## src/rtl/multicycle_control.sv

```systemverilog
// ============================================================================
// multicycle_control : Moore FSM sequencing a shared-memory multicycle MIPS
//                      datapath, with memory handshake watchdog and retire count
// Revision 1.0
// ============================================================================
`timescale 1ns/1ps
`default_nettype none

module multicycle_control #(
   parameter int TIMEOUT = 16,
   parameter int CNT_W   = 32
) (
   input  logic             clk_i,
   input  logic             rst_i,
   input  logic [5:0]       op_i,
   input  logic             mem_ack_i,
   output logic             mem_req_o,
   output logic             IorD_o,
   output logic             MemRead_o,
   output logic             MemWrite_o,
   output logic             IRWrite_o,
   output logic             PCWrite_o,
   output logic             PCWriteCond_o,
   output logic [1:0]       PCSource_o,
   output logic             ALUSrcA_o,
   output logic [1:0]       ALUSrcB_o,
   output logic [1:0]       ALUOp_o,
   output logic             RegDst_o,
   output logic             RegWrite_o,
   output logic             MemtoReg_o,
   output logic             illegal_o,
   output logic             bus_err_o,
   output logic [CNT_W-1:0] retired_o,
   output logic [3:0]       state_o
);

   typedef enum logic [3:0] {
      FETCH     = 4'd0,
      DECODE    = 4'd1,
      MEM_ADDR  = 4'd2,
      MEM_READ  = 4'd3,
      MEM_WB    = 4'd4,
      MEM_WRITE = 4'd5,
      EXEC_R    = 4'd6,
      EXEC_I    = 4'd7,
      ALU_WB    = 4'd8,
      BRANCH    = 4'd9,
      JUMP      = 4'd10,
      ERROR     = 4'd15
   } state_t;

   localparam logic [5:0] OP_RTYPE = 6'h00;
   localparam logic [5:0] OP_J     = 6'h02;
   localparam logic [5:0] OP_BEQ   = 6'h04;
   localparam logic [5:0] OP_ADDI  = 6'h08;
   localparam logic [5:0] OP_ORI   = 6'h0D;
   localparam logic [5:0] OP_LW    = 6'h23;
   localparam logic [5:0] OP_SW    = 6'h2B;

   // Counter only ever holds 0..TIMEOUT-1; one spare bit of headroom is harmless.
   localparam int WC_W = (TIMEOUT < 2) ? 1 : $clog2(TIMEOUT + 1);

   state_t            state;
   state_t            state_nx;
   logic [5:0]        op_q;
   logic [WC_W-1:0]   wait_cnt;
   logic              wait_st;
   logic              timeout_hit;
   logic              retire;

   assign wait_st = (state == FETCH) || (state == MEM_READ) || (state == MEM_WRITE);

   generate
      if (TIMEOUT > 0) begin : g_wdog
         assign timeout_hit = wait_st && !mem_ack_i &&
                              (wait_cnt == WC_W'(TIMEOUT - 1));
      end else begin : g_no_wdog
         assign timeout_hit = 1'b0;
      end
   endgenerate

   always_ff @(posedge clk_i) begin
      if (rst_i) begin
         state     <= FETCH;
         op_q      <= 6'h00;
         wait_cnt  <= '0;
         retired_o <= '0;
      end else begin
         state <= state_nx;
         if (state == DECODE)
            op_q <= op_i;
         if (state_nx != state)
            wait_cnt <= '0;
         else if (wait_st && !mem_ack_i && (TIMEOUT > 0))
            wait_cnt <= wait_cnt + WC_W'(1);
         if (retire)
            retired_o <= retired_o + CNT_W'(1);
      end
   end

   always_comb begin
      state_nx      = state;
      mem_req_o     = 1'b0;
      IorD_o        = 1'b0;
      MemRead_o     = 1'b0;
      MemWrite_o    = 1'b0;
      IRWrite_o     = 1'b0;
      PCWrite_o     = 1'b0;
      PCWriteCond_o = 1'b0;
      PCSource_o    = 2'b00;
      ALUSrcA_o     = 1'b0;
      ALUSrcB_o     = 2'b00;
      ALUOp_o       = 2'b00;
      RegDst_o      = 1'b0;
      RegWrite_o    = 1'b0;
      MemtoReg_o    = 1'b0;
      illegal_o     = 1'b0;
      bus_err_o     = 1'b0;
      retire        = 1'b0;

      case (state)
         FETCH: begin
            mem_req_o = 1'b1;
            MemRead_o = 1'b1;
            ALUSrcB_o = 2'b01;
            IRWrite_o = mem_ack_i;
            PCWrite_o = mem_ack_i;
            // An ack arriving on the timeout cycle still completes the fetch.
            if (mem_ack_i)
               state_nx = DECODE;
            else if (timeout_hit)
               state_nx = ERROR;
         end
         DECODE: begin
            ALUSrcB_o = 2'b11;
            case (op_i)
               OP_LW, OP_SW:    state_nx = MEM_ADDR;
               OP_RTYPE:        state_nx = EXEC_R;
               OP_ADDI, OP_ORI: state_nx = EXEC_I;
               OP_BEQ:          state_nx = BRANCH;
               OP_J:            state_nx = JUMP;
               default: begin
                  illegal_o = 1'b1;
                  state_nx  = FETCH;
               end
            endcase
         end
         MEM_ADDR: begin
            ALUSrcA_o = 1'b1;
            ALUSrcB_o = 2'b10;
            state_nx  = (op_q == OP_LW) ? MEM_READ : MEM_WRITE;
         end
         MEM_READ: begin
            mem_req_o = 1'b1;
            MemRead_o = 1'b1;
            IorD_o    = 1'b1;
            if (mem_ack_i)
               state_nx = MEM_WB;
            else if (timeout_hit)
               state_nx = ERROR;
         end
         MEM_WB: begin
            RegWrite_o = 1'b1;
            MemtoReg_o = 1'b1;
            retire     = 1'b1;
            state_nx   = FETCH;
         end
         MEM_WRITE: begin
            mem_req_o  = 1'b1;
            MemWrite_o = 1'b1;
            IorD_o     = 1'b1;
            if (mem_ack_i) begin
               retire   = 1'b1;
               state_nx = FETCH;
            end else if (timeout_hit) begin
               state_nx = ERROR;
            end
         end
         EXEC_R: begin
            ALUSrcA_o = 1'b1;
            ALUOp_o   = 2'b11;
            state_nx  = ALU_WB;
         end
         EXEC_I: begin
            ALUSrcA_o = 1'b1;
            ALUSrcB_o = 2'b10;
            ALUOp_o   = (op_q == OP_ORI) ? 2'b10 : 2'b00;
            state_nx  = ALU_WB;
         end
         ALU_WB: begin
            RegWrite_o = 1'b1;
            RegDst_o   = (op_q == OP_RTYPE);
            retire     = 1'b1;
            state_nx   = FETCH;
         end
         BRANCH: begin
            ALUSrcA_o     = 1'b1;
            ALUOp_o       = 2'b01;
            PCWriteCond_o = 1'b1;
            PCSource_o    = 2'b01;
            retire        = 1'b1;
            state_nx      = FETCH;
         end
         JUMP: begin
            PCWrite_o  = 1'b1;
            PCSource_o = 2'b10;
            retire     = 1'b1;
            state_nx   = FETCH;
         end
         ERROR: begin
            bus_err_o = 1'b1;
         end
         default: state_nx = FETCH;
      endcase
   end

   assign state_o = state;

endmodule

`default_nettype wire

```

## config.mk

```make
export PLATFORM = sky130hd
export DESIGN_NAME = multicycle_control
export DESIGN_NICKNAME = d
export VERILOG_FILES = /design/src/rtl/multicycle_control.sv
export SDC_FILE = /design/constraint.sdc
export NUM_CORES = 1
export LEC_CHECK = 0
export BUFFER_PORTS_ARGS = -buffer_cell sky130_fd_sc_hd__buf_4
export CORE_ASPECT_RATIO = 1.5
export CORE_UTILIZATION = 39
export CTS_CLUSTER_DIAMETER = 80
export DETAILED_ROUTE_END_ITERATION = 16
export SLEW_MARGIN = 40
export SYNTH_ARGS = -nofsm -noshare
export SYNTH_HDL_FRONTEND = slang
export SYNTH_SLANG_ARGS = --single-unit
export TNS_END_PERCENT = 1
```

## constraint.sdc

```tcl
create_clock -name clk_i -period 6.4 [get_ports clk_i]
set_clock_uncertainty 0.15 [all_clocks]
set_input_delay 0.64 -clock clk_i [delete_from_list [all_inputs] [get_ports clk_i]]
set_output_delay 0.64 -clock clk_i [all_outputs]
set_load 0.005 [all_outputs]
```

==> out/metrics.cfg <==
[floorplanning]
fp.coreArea_um2=6490
die_area_um2=7060
rows=36
start_util_pct=40.4
pin_count=64
die_w_um=69.0
die_y_um=102

[timing]
rsz0062_at_grt=no
worst_pin_slew_ps=714
max_freq_mhz=327
report.final.setup_viol=0
final_max_slew_viol_count=0
slew_headroom_pct=52.0
period_needed_ps=3060
fin_hold_ws_ps=321
finalSetupTns_ps=0
hold_viol=0
fin_crit_sh_pct=47.8

[detailed_routing]
drt-total-wl_um=6230
wl_per_cell_um=13.4
drc=0
antenna_left=0
avgViaCountPerCell=5.32
route.vias.total=2467
drtPass1Iterations=4
dr.first_iter.drc_count=170

[power_and_ir_drop]
power_leakage_nw=1.20
peakVddDrop_mv=0.122
power_density_nw_per_um2=171

[synthesis]
syn_nets=349
synth_most_common_cell=nor2_1
synth_seq_area_share_pct=35.9
syn_area_um2=2620
synthSimpleGateAreaFrac_pct=31.1
muxShareOfSynthArea_pct=1.15
synth_compound_area_share_pct=14.1
synth_fa_ha_area_share_pct=1.43
synth_top_family_by_area=simple AND/OR/NAND/NOR gates
syn_inst=337
synth_cell_type_count=50
ys.flop_type=dfxtp_1
synthXorXnorAreaFrac_pct=11.0
synthTopCellsByCount=nor2_1 (49), dfxtp_1 (47), xnor2_1 (25)
synth_edf_count=0
synth-seq-cells=47
ys_async_sr_fraction_pct=0
yosys_warnings=0
synth.avg_cell_area_um2=7.78
synthDominantCellAreaShare_pct=35.9
synthTopCellsByArea=dfxtp_1 (36%), xnor2_1 (8.3%), nor2_1 (7.0%), nor3_1 (4.2%), nand2_1 (3.4%)
synth_largest_area_cell=dfxtp_1

[clock_tree]
clock_latency_ps=290
clock-root-buffer=clkbuf_8
cts_tree=yes
cts_resized=0
postCtsSetupBuffers=0
cts.sinks=47
cts_buffers=5
cts.path.max_buffers=2
htreeDepth=2
path_clk_slew_ps=90
hold_buffers=0

[setup_path]
worst-r2r-cell-count=6
r2r_slack_ps=3340
path_cells=or4b_1 > or4_4 > o21ai_2 > o21ai_1 > a211o_1 > a2111oi_2
cp.arrival_ps=3110
start_kind=flop
critical-path-slowest-cell=dfxtp_1
critPathMaxStageDelay_ps=720
timing.rr.start=state_o[0]
path_class=flop to flop
regToRegEndpoint=wait_cnt[4]
cp_num_buf_inv=0
crit_family=simple AND/OR/NAND/NOR gates
critPathMaxFanout=19
crit_required_ps=6450
endpoint_kind=flop

[hold_path]
min_to=op_q[4]
min_from=op_q[4]
hold_class=flop to flop
min_path_cells=2

[global_route]
grt_max_degree=44
grt-ovfl-total=0
grt.total_usage_pct=17.9
grt_pass1_wl_um=9780
antenna_found_initial=0
grt_pass1_vias=2175

[finish]
syn_to_final_growth_pct=22.8
fin_cells=464
final_nets=399
final_layout_size_suffix_gt1_share_pct=20.6
antenna_cells=0

[placed_design]
portBuffers=63
dp_hpwl_um=4550
routabilityCongestion=0.819
dp_cells=456

[outcome]
status=complete, no violations

[flow_run]
drv_cap=0

==> cells in the final DEF, fill, tap and decap left out, types with 3 or more instances in the layout <==
master	synthesis	routed
nor4_1	8	8
nor2b_1	3	3
nand3b_1	3	3
xnor2_1	25	25
o21ai_0	9	9
a21oi_1	17	17
buf_4	1	63
nand2_1	24	24
nand4_1	6	6
or3_1	7	7
nor2_1	49	49
nand3_1	12	12
nor3_1	22	22
xor2_1	8	8
ha_1	3	3
clkbuf_8	0	7
inv_1	15	15
mux2i_1	3	3
a31oi_1	4	4
dfxtp_1	47	47
and3_1	6	6
nand2b_1	5	5
o21a_1	6	6
==> layer usage <==
metal	GRT usage [%]	wire, µm	vias to the layer above
met3	3.24	330	6
met4	4.71	68	0
met2	33.2	3200	63
met1	20.3	2630	1122
li1	-	-	1276
met5	0	0	-
==> worst max path at each step <==
stage	from	endpoint	slack, ps	cells past startpoint
4_1_cts	state_o[0]	wait_cnt[4]	3340	6
2_1_floorplan	state_o[0]	wait_cnt[4]	3830	8
6_report	state_o[0]	wait_cnt[4]	3340	6
3_5_place_dp	state_o[0]	wait_cnt[4]	3380	6
3_3_place_gp	state_o[3]	retired_o[26]	3310	6
5_1_grt	state_o[3]	retired_o[26]	3070	6
==> worst reg2reg max path: cells and delay by family, from the launching register on <==
family | cells | cell delay, ps
compound gates | 4 | 950
simple gates | 2 | 1150
flops | 1 | 720
==> kinds of logic (layout without fill, tap and decap cells) <==
family,after synthesis,after routing
AO/OA/AOI/OAI,56,56
XOR/XNOR,33,33
adder cells (fa/ha/maj),3,3
buffers and inverters,35,86
flip-flops,47,47
multiplexers,3,3
AND/OR/NAND/NOR,160,160
==> power by group <==
| part | leakage, nW | switching [mW] | total (mW) | internal, mW |
|---|---|---|---|---|
| combinational | 0.771 | 0.0309 | 0.0546 | 0.0237 |
| clock | 0.0515 | 0.0948 | 0.194 | 0.0987 |
| sequential | 0.380 | 0.00637 | 0.303 | 0.296 |
==> through the flow <==
step                total power [mW]  setup slack, ps  area, µm²  util, %
floorplan                      0.345             3830       2620        -
global placement               0.365             3310       3110     47.9
detailed placement             0.364             3380       3120     48.1
CTS                            0.559             3340       3220     49.6
global route                   0.575             3070       3220     49.6
finish                         0.551             3340       3220     49.6
==> registers in the layout, indices dropped and copies added, names as in the netlist <==
signal     count
op_q           6
retired_o     32
state_o        4
wait_cnt       5
==> final cells by class <==
type / instances / area, µm²
Tap cell: 76 / 95.1
Sequential cell: 47 / 941
Fill cell: 669 / 3270
Clock buffer: 8 / 100
Timing Repair Buffer: 63 / 473
Inverter: 15 / 56.3
Multi-Input combinational cell: 255 / 1550
Note: power is estimated with default switching activity, not from simulation.
